[src/rtl/uart_rx_ctrl.sv]
// Receive-side sequencer for uart_Rx: gates the receiver reset, turns level flags into frame
// events, buffers words in a show-ahead FIFO and keeps saturating error statistics.
module uart_rx_ctrl #(
  parameter int DATA_BITS  = 8,
  parameter int FIFO_DEPTH = 16,
  parameter int CNT_W      = 8
) (
  input  logic                          clk_i,
  input  logic                          reset_i,
  input  logic                          enable_i,
  input  logic [DATA_BITS-1:0]          rx_data_i,
  input  logic                          rx_valid_i,
  input  logic                          rx_parity_err_i,
  input  logic                          rx_stop_err_i,
  output logic                          rx_rst_o,
  input  logic                          rd_en_i,
  output logic [DATA_BITS-1:0]          rd_data_o,
  output logic                          rd_valid_o,
  output logic [$clog2(FIFO_DEPTH):0]   fifo_count_o,
  output logic                          overrun_o,
  input  logic                          clear_stats_i,
  output logic [CNT_W-1:0]              parity_err_cnt_o,
  output logic [CNT_W-1:0]              stop_err_cnt_o,
  output logic [CNT_W-1:0]              overrun_cnt_o
);

  localparam int AW = $clog2(FIFO_DEPTH);
  localparam int CW = AW + 1;

  typedef enum logic [1:0] {
    ST_OFF = 2'd0,
    ST_ARM = 2'd1,
    ST_RUN = 2'd2
  } state_t;

  state_t                 state_q, state_d;
  logic                   rx_rst_q, rx_rst_d;
  logic                   hist_vld_q, hist_par_q, hist_stop_q;
  logic [AW-1:0]          wr_ptr_q, rd_ptr_q;
  logic [CW-1:0]          count_q, count_d;
  logic                   overrun_q, overrun_d;
  logic [CNT_W-1:0]       par_cnt_q, par_cnt_d;
  logic [CNT_W-1:0]       stop_cnt_q, stop_cnt_d;
  logic [CNT_W-1:0]       ovr_cnt_q, ovr_cnt_d;
  logic [DATA_BITS-1:0]   mem_q [FIFO_DEPTH];

  logic run, vld_ev, par_ev, stop_ev, full, pop, push, ovr_ev;

  always_comb begin
    state_d  = state_q;
    rx_rst_d = 1'b1;
    unique case (state_q)
      ST_OFF:  if (enable_i) state_d = ST_ARM;
      ST_ARM:  state_d = enable_i ? ST_RUN : ST_OFF;
      ST_RUN:  if (!enable_i) state_d = ST_OFF;
      default: state_d = ST_OFF;
    endcase
    rx_rst_d = (state_d == ST_OFF);
  end

  // Events only count in RUN; ARM merely primes the history so stale levels are ignored.
  assign run     = (state_q == ST_RUN);
  assign vld_ev  = run && rx_valid_i      && !hist_vld_q;
  assign par_ev  = run && rx_parity_err_i && !hist_par_q;
  assign stop_ev = run && rx_stop_err_i   && !hist_stop_q;

  assign full   = (count_q == CW'(FIFO_DEPTH));
  assign pop    = rd_en_i && (count_q != '0);
  assign push   = vld_ev && (!full || pop);
  assign ovr_ev = vld_ev && full && !pop;

  function automatic logic [CNT_W-1:0] stat_next(input logic [CNT_W-1:0] cur,
                                                 input logic ev, input logic clr);
    if (clr)              return ev ? CNT_W'(1) : '0;
    if (ev && cur != '1)  return cur + CNT_W'(1);
    return cur;
  endfunction

  always_comb begin
    count_d = count_q;
    case ({push, pop})
      2'b10:   count_d = count_q + CW'(1);
      2'b01:   count_d = count_q - CW'(1);
      default: count_d = count_q;
    endcase
    par_cnt_d  = stat_next(par_cnt_q,  par_ev,  clear_stats_i);
    stop_cnt_d = stat_next(stop_cnt_q, stop_ev, clear_stats_i);
    ovr_cnt_d  = stat_next(ovr_cnt_q,  ovr_ev,  clear_stats_i);
    overrun_d  = clear_stats_i ? ovr_ev : (overrun_q || ovr_ev);
  end

  always_ff @(posedge clk_i) begin
    if (reset_i) begin
      state_q     <= ST_OFF;
      rx_rst_q    <= 1'b1;
      hist_vld_q  <= 1'b0;
      hist_par_q  <= 1'b0;
      hist_stop_q <= 1'b0;
      wr_ptr_q    <= '0;
      rd_ptr_q    <= '0;
      count_q     <= '0;
      overrun_q   <= 1'b0;
      par_cnt_q   <= '0;
      stop_cnt_q  <= '0;
      ovr_cnt_q   <= '0;
    end else begin
      state_q  <= state_d;
      rx_rst_q <= rx_rst_d;
      if (state_q != ST_OFF) begin
        hist_vld_q  <= rx_valid_i;
        hist_par_q  <= rx_parity_err_i;
        hist_stop_q <= rx_stop_err_i;
      end
      if (push) wr_ptr_q <= wr_ptr_q + AW'(1);
      if (pop)  rd_ptr_q <= rd_ptr_q + AW'(1);
      count_q    <= count_d;
      overrun_q  <= overrun_d;
      par_cnt_q  <= par_cnt_d;
      stop_cnt_q <= stop_cnt_d;
      ovr_cnt_q  <= ovr_cnt_d;
    end
  end

  // Storage is not reset; validity is tracked entirely by the pointers and count.
  always_ff @(posedge clk_i) begin
    if (push && !reset_i) mem_q[wr_ptr_q] <= rx_data_i;
  end

  assign rx_rst_o         = rx_rst_q;
  assign rd_data_o        = mem_q[rd_ptr_q];
  assign rd_valid_o       = (count_q != '0);
  assign fifo_count_o     = count_q;
  assign overrun_o        = overrun_q;
  assign parity_err_cnt_o = par_cnt_q;
  assign stop_err_cnt_o   = stop_cnt_q;
  assign overrun_cnt_o    = ovr_cnt_q;

endmodule

[config.mk]
export PLATFORM = sky130hd
export DESIGN_NAME = uart_rx_ctrl
export DESIGN_NICKNAME = d
export VERILOG_FILES = /design/src/rtl/uart_rx_ctrl.sv
export SDC_FILE = /design/constraint.sdc
export NUM_CORES = 1
export LEC_CHECK = 0
export ABC_AREA = 1
export BUFFER_PORTS_ARGS = -buffer_cell sky130_fd_sc_hd__buf_4
export CAP_MARGIN = 20
export CORE_ASPECT_RATIO = 1.75
export CORE_MARGIN = 5
export CORE_UTILIZATION = 64
export CTS_CLUSTER_DIAMETER = 60
export DETAILED_ROUTE_END_ITERATION = 16
export GPL_ROUTABILITY_DRIVEN = 0
export PLACE_DENSITY_LB_ADDON = 0.05
export SYNTH_ARGS = -nofsm -noshare
export SYNTH_HDL_FRONTEND = slang
export SYNTH_SLANG_ARGS = --single-unit
[constraint.sdc]
create_clock -name clk_i -period 2.9 [get_ports clk_i]
set_input_delay 0 -clock clk_i [delete_from_list [all_inputs] [get_ports clk_i]]
set_output_delay 0 -clock clk_i [all_outputs]
set_load 0.02 [all_outputs]
* After elaboration in Yosys (flattened, before gate mapping)
Memories as Yosys holds them, arrays and structs flattened. A register that Yosys moved wholly into a read port is not among the register bits. Cells that the tools add are included.
Word-level totals: register bits after elaboration 44, memory bits (writable) 128, output and inout port bits 40, word-level logic and storage cells 90, memories 1
Memory list:
- mem_q | words 16, width 8, read ports 1, clocked after Yosys merged registers in 1, wr ports 1, line 45 | logic [DATA_BITS-1:0] mem_q [FIFO_DEPTH];
Operators by class: $add $sub $neg 7, equal/unequal tests 8, muxes and demuxes 32, reduce and logical (&&, ||, !) cells 30
Operator list (number):
- $mux 8 | 12
- $add 8x1->8 const B | 3
- $ne 8x8->1 const B | 3
- $logic_and 1x1->1 | 14
- $mux 1 | 13
- $pmux 5 s2 | 1
- $reduce_bool 2->1 | 5
- $add 4x1->4 const B | 2
- $mux 4 | 2
- $logic_not 1->1 | 6
- $mux 2 | 3
- $pmux 2 s3 | 1
- $add 5x1->5 const B | 1
- $eq 5x5->1 const B | 1
- $reduce_bool 5->1 | 1
- $sub 5x1->5 const B | 1
- $eq 2x1->1 const B | 2
- $eq 2x2->1 const B | 2
- $logic_not 2->1 | 2
- $logic_or 1x1->1 | 2

* Longest topological paths before layout
Gate-level depths: netlist of run 1.
depth in word-level cells 10, depth in mapped cells 16, mapped depth without buffers 16

* Least setup slack after synthesis of run 1
OpenSTA, ideal clock, no wires.
path type reg2reg, start register count_q[4] (netlist: fifo_count_o[4]), end memory mem_q[12][0] (enable), setup time 0.395 ns, arrival 1.853 ns, required time 2.505 ns, setup slack 0.652 ns, cell stages (with the launch flop) 7, clock period less this slack 2.248 ns, cells stage by stage dfxtp_1 > inv_1 > nand3_2 > nand2_4 > nand2_4 > nand2_2 > nor4_1
Between the ends: cells in the longest elaborated chain, start to end 7, elaborated cells between the ends (all ways) 9
Ends and longest elaborated chain:
- from (decl) | line 40 | logic [CW-1:0] count_q, count_d;
- from (signal assigned) | line 116 | count_q <= count_d;
- $reduce_bool 5->1
- via rd_valid_o | line 18 | output logic rd_valid_o,
- $logic_and 1x1->1 | line 68 | assign pop = rd_en_i && (count_q != '0);
- $logic_or 1x1->1 | line 69 | assign push = vld_ev && (!full || pop);
- $logic_and 1x1->1 | line 69
- $logic_and 1x1->1 | line 126 | if (push && !reset_i) mem_q[wr_ptr_q] <= rx_data_i;
- $mux 1 | line 126
- $mux 1 (not written as such) | line 126
- to (decl) | line 45
The timed path passes the listed nets, and every way through them passes these cells.

==> flow_metrics.tcl, run 1 <==
set metrics [dict create \
    slew_headroom_pct 36.0 \
    drc_errors 0 \
    layout_commonest_cell "edfxtp_1" \
    place_hpwl_um 11400 \
    ant_nets 0 \
    grt_usage_pct 25.2 \
    insertion_delay_ns 0.43 \
    cp_slowest_cell "dfxtp_4" \
    start_util_pct 64.8 \
    post-place-cells 849 \
    start_kind "flip-flop" \
    cts_tree "built" \
    worst-setup-path-type "flip-flop to output pin" \
    wire_per_inst_um 18.7 \
    synth_cells 671 \
    finalHoldViolations 0 \
    grt_pass1_wl_um 26800 \
    ys_top_cells_by_area "edfxtp_1 52%, dfxtp_1 13%, mux2i_1 4.3%, o21ai_0 4.2%, inv_1 4.2%" \
    cpPeakStageDelay_ns 0.55 \
    clk_pin_slew_ns 0.06 \
    netlist_area_sq_mm 0.00746 \
    leakagePower_uw 0.00328 \
    first_pass_iters 5 \
    crit_path_end_kind "output pin" \
    numCtsBuffers 17 \
    drt_iter0_markers 436 \
    core_area_sq_mm 0.0115 \
    final_cell_mix "128 x edfxtp_1, 83 x inv_1, 67 x buf_4" \
    cts_sinks 176 \
    fin_util_pct 76.2 \
    stdcell_count 896 \
    maxCapViolCount 0 \
    fill_cells 773 \
    ys_types 34 \
    syn_area_per_cell_sq_um 11.1 \
    die_h_um 153 \
    port_buffers 55 \
    synth_top_area_share_pct 51.5 \
    vias 5259 \
    htreeDepth 4 \
    grt-ovfl-total 0 \
    cp_common_cell "buf_4" \
    met2WireLength_um 9540 \
    arrival_ns 2.27 \
    top_layer "met4" \
    max_freq_mhz 441 \
    powerDensity_mw_per_mm2 769 \
    wl_met1_um 5960 \
    synth_seq_cells 176 \
    ir_drop_uv 807 \
    dieArea_sq_mm 0.0140 \
    rows 52 \
    min_path_type "input port to flip-flop" \
    clk_path_buf_depth 2 \
    grt_max_degree 52 \
    cp_num_buf_inv 2 \
    required_ns 2.90 \
    io_pins 56 \
    cts_setup_buffers 0 \
    status "finished clean" \
    min_period_ns 2.27 \
    cp_cell_sequence "buf_4 > mux2i_1 > o21ai_0 > o211ai_1 > nand2_1 > buf_4" \
    synthToLayoutAreaGrowth_pct 17.7 \
    critPathMaxFanout 29 \
    setup_viol 0 \
    yosysTopAreaCell "edfxtp_1" \
    diodes 0 \
    ys_warn_count 0 \
    holdWs_ns 0.377 \
    finClkSkew_ns 0.0103 \
    fin_crit_sh_pct 78.1 \
    path_delay_family "flip-flops" \
    slew_violations 0 \
    drive_gt1_share_pct 15.9 \
    antenna_found_initial 0 \
    grt_pass1_vias 5283 \
    finalPower_uw 6750 \
    die_w_um 91.6 \
    drt-total-wl_um 16800 \
    root_buffer "clkbuf_16" \
    layout.nets 774 \
    met3_length_um 771 \
    rsz0062_at_grt "no" \
    routed_via_density 5.87 \
    ys_seq_area_share_pct 64.4 \
    worstMarginPinSlew_ns 0.959 \
    finalSetupTns_ns 0 \
    syn_nets 697 \
]
[per-stage QoR]
stage	setup WS, ns	cell area, sq um
floorplan	0.652	7460
global placement	0.792	8040
detailed placement	0.704	8040
CTS	0.648	8780
global route	0.442	8780
finish	0.635	8780
[Yosys cell counts, drive strengths merged]
cell / number
buf: 10
a211oi: 1
clkbuf: 15
o21bai: 2
xor2: 1
clkinv: 1
nand2: 69
nor4: 1
o21ai: 66
nand4: 5
edfxtp: 128
a31oi: 3
inv: 84
nand3: 35
a21oi: 61
ha: 10
dfxtp: 48
a31o: 2
nor2: 51
xnor2: 2
nor3: 10
mux2i: 32
o211ai: 34
[sequential cells by signal, summed over array words and instances, names as in the netlist, named ones only]
signal,flops
fifo_count_o,5
hist_par_q,1
hist_stop_q,1
hist_vld_q,1
mem_q,128
overrun_cnt_o,8
overrun_o,1
parity_err_cnt_o,8
rd_ptr_q,4
rx_rst_o,1
state_q,2
stop_err_cnt_o,8
wr_ptr_q,4
[kinds of logic after synthesis]
logic type / Yosys count / share of synthesized area (%)
compound gates: 169 / 12.8
xor+xnor: 3 / 0.352
fa+ha+maj: 10 / 1.68
buf+inv: 110 / 5.79
flops: 176 / 64.4
mux: 32 / 4.30
simple gates: 171 / 10.7
[power breakdown]
part / leakage [uW] / internal [uW] / total, uW / switching [uW]
logic: 0.00147 / 624 / 1660 / 1030
registers: 0.00154 / 2760 / 2860 / 98.8
clock network: 0.000275 / 1280 / 2230 / 953
[worst reg2reg max path, cell delays in order, from the launching register on]
cell and delay [ns]:
dfxtp_1 0.40, nor2_2 0.06, nand3_2 0.13, nand2_4 0.09, nand2_4 0.08, nand2_2 0.10
nor2_1 0.19, nand2_1 0.22, nor2_1 0.57
[final timing paths]
path	start	slack [ns]	end	cells after the start
max reg2reg	fifo_count_o[3]$_SDFFE_PP0P_	0.70	mem_q[14][4]$_DFFE_PP_	8
max	flip-flop	0.63	rd_data_o[0]	6
min	enable_i	0.38	rx_rst_o$_SDFF_PP1_	3
min reg2reg	overrun_o$_SDFF_PP0_	0.46	overrun_o$_SDFF_PP0_	2
[metal layers]
layer	up-vias	track usage [%]
li1	2516	-
met1	2516	26.6
met2	184	47.9
met3	43	4.00
met4	0	11.7
met5	-	0
[final cells by class]
cell class | count | area, sq um | area share, %
Sequential cell | 176 | 4810 | 54.8
Clock buffer | 18 | 429 | 4.89
Tap cell | 135 | 169 | 1.92
Inverter | 85 | 319 | 3.64
Clock inverter | 14 | 156 | 1.78
Timing Repair Buffer | 83 | 673 | 7.67
Multi-Input combinational cell | 385 | 2220 | 25.3
[repair_timing]
| item | CTS | global route |
|---|---|---|
| resized for setup | 0 | 0 |
| hold buffers | 15 | 0 |
| endpoints found under the hold margin | 148 | 0 |
(Power assumes the default switching activity.)
==> inputs of run 2 (changes only) <==
CORE_UTILIZATION = 54   (was 64)
clock period = 2 ns   (was 2.9 ns; I/O delays follow)
==> flow_metrics.tcl, run 2 (same netlist as run 1, synthesis figures left out) <==
set metrics [dict create \
    status "finished clean" \
    holdWs_ns 0.358 \
    finalSetupTns_ns 0 \
    vias 5273 \
    top_register "mem_q" \
    drt_iter0_markers 327 \
    required_ns 2.00 \
    insertion_delay_ns 0.42 \
    min_path_type "input port to flip-flop" \
    rows 56 \
    leakagePower_uw 0.00339 \
    clk_pin_slew_ns 0.07 \
    start_util_pct 55.4 \
    critPathMaxFanout 8 \
    drc_errors 0 \
    first_pass_iters 5 \
    fin_crit_sh_pct 97.5 \
    htreeDepth 4 \
    finClkSkew_ns 0.0142 \
    dieArea_sq_mm 0.0164 \
    cts_tree "built" \
    grt_max_degree 33 \
    io_pins 56 \
    placed_cell_area_sq_mm 0.00822 \
    maxCapViolCount 0 \
    ir_drop_uv 717 \
    synthToLayoutAreaGrowth_pct 21.3 \
    final_cell_mix "128 x edfxtp_1, 81 x inv_1, 81 x buf_4" \
    worst-setup-path-type "flip-flop to output pin" \
    largest_reg_flops 128 \
    fin_area_sq_mm 0.00905 \
    grt_pass1_vias 5345 \
    slew_headroom_pct 59.0 \
    ant_nets 0 \
    cts_sinks 176 \
    fill_cells 1070 \
    routed_via_density 5.54 \
    finalPower_uw 9980 \
    layout_commonest_cell "edfxtp_1" \
    rsz0062_at_grt "yes" \
    grt_usage_pct 21.9 \
    regArea_sq_mm 0.00481 \
    die_w_um 98.8 \
    grt_pass1_wl_um 27300 \
    powerDensity_mw_per_mm2 1100 \
    finalHoldViolations 0 \
    die_h_um 165 \
    diodes 0 \
    slew_violations 0 \
    core_area_sq_mm 0.0135 \
    root_buffer "clkbuf_16" \
    multi_input_area_sq_mm 0.00230 \
    max_freq_mhz 513 \
    port_buffers 55 \
    setup_viol 0 \
    grt-ovfl-total 0 \
    fin_util_pct 67.2 \
    layout.nets 791 \
    start_kind "flip-flop" \
    clk_path_buf_depth 2 \
    worstMarginPinSlew_ns 0.615 \
    drt-total-wl_um 17100 \
    place_hpwl_um 11800 \
    numCtsBuffers 17 \
    crit_path_end_kind "output pin" \
    arrival_ns 1.95 \
    min_period_ns 1.95 \
    antenna_found_initial 0 \
    drive_gt1_share_pct 19.7 \
    wire_per_inst_um 18.0 \
]
## run 2: cell types whose count changed in the layout (fill, tap and decap cells not counted), moves of 3 or more
cell,before,now
o21ai_0,63,60
o21ai_1,3,6
buf_4,67,81
inv_8,1,5
nor2_1,42,37
nor2_4,4,10
## run 2: routing by layer
metal  GRT usage [%]  vias to the layer above  part of all wire [%]
met5               0                        -                     0
met4            9.14                        0                   3.4
met3            4.16                       38                   4.2
met2            41.4                      153                    55
met1            23.4                     2530                    38
li1                -                     2552                     -
## run 2: timing repair
action / 4_1_cts / 5_1_grt
hold endpoints to repair: 148 / 0
resized for setup: 0 / 19
endpoints found under the setup margin: 8 / 76
pin swaps: 0 / 5
hold buffers: 15 / 0
setup buffers: 4 / 0
## run 2: cell type report
cell class	instances	area share, %
clock inverters	15	1.60
clock buffers	17	4.70
inverters	85	3.53
flip-flops and latches	176	53.2
repair buffers	100	9.11
multi-input cells	385	25.5
well taps	174	2.41
## run 2: critical path, cell delays in order, from the launching register on
cell and delay [ns]:
dfxtp_4 0.44, buf_4 0.21, mux2i_1 0.32, o211ai_1 0.13, o211ai_1 0.16, nand2_1 0.10
buf_4 0.17
## run 2: per-stage QoR
stage	setup WS, ns	cells
after floorplan	-0.237	671
after global placement	0.110	902
after detailed placement	0.0469	902
after CTS	0.0282	953
after global routing	-0.0640	952
final	0.0500	952
## run 2: final timing paths
path / endpoint / start / slack, ns / cells past startpoint
worst max-delay path: rd_data_o[6] / flip-flop / 0.05 / 6
worst min-delay path: rx_rst_o$_SDFF_PP1_ / enable_i / 0.36 / 3
worst max register to register: mem_q[1][3]$_DFFE_PP_ / fifo_count_o[3]$_SDFFE_PP0P_ / 0.07 / 9
worst min register to register: overrun_o$_SDFF_PP0_ / overrun_o$_SDFF_PP0_ / 0.46 / 2
## run 2: report_power, final
group	internal, uW	switching, uW	leakage (uW)	total (uW)
clock network	1650	1480	0.000278	3130
registers	4000	125	0.00154	4130
logic	1050	1660	0.00157	2720
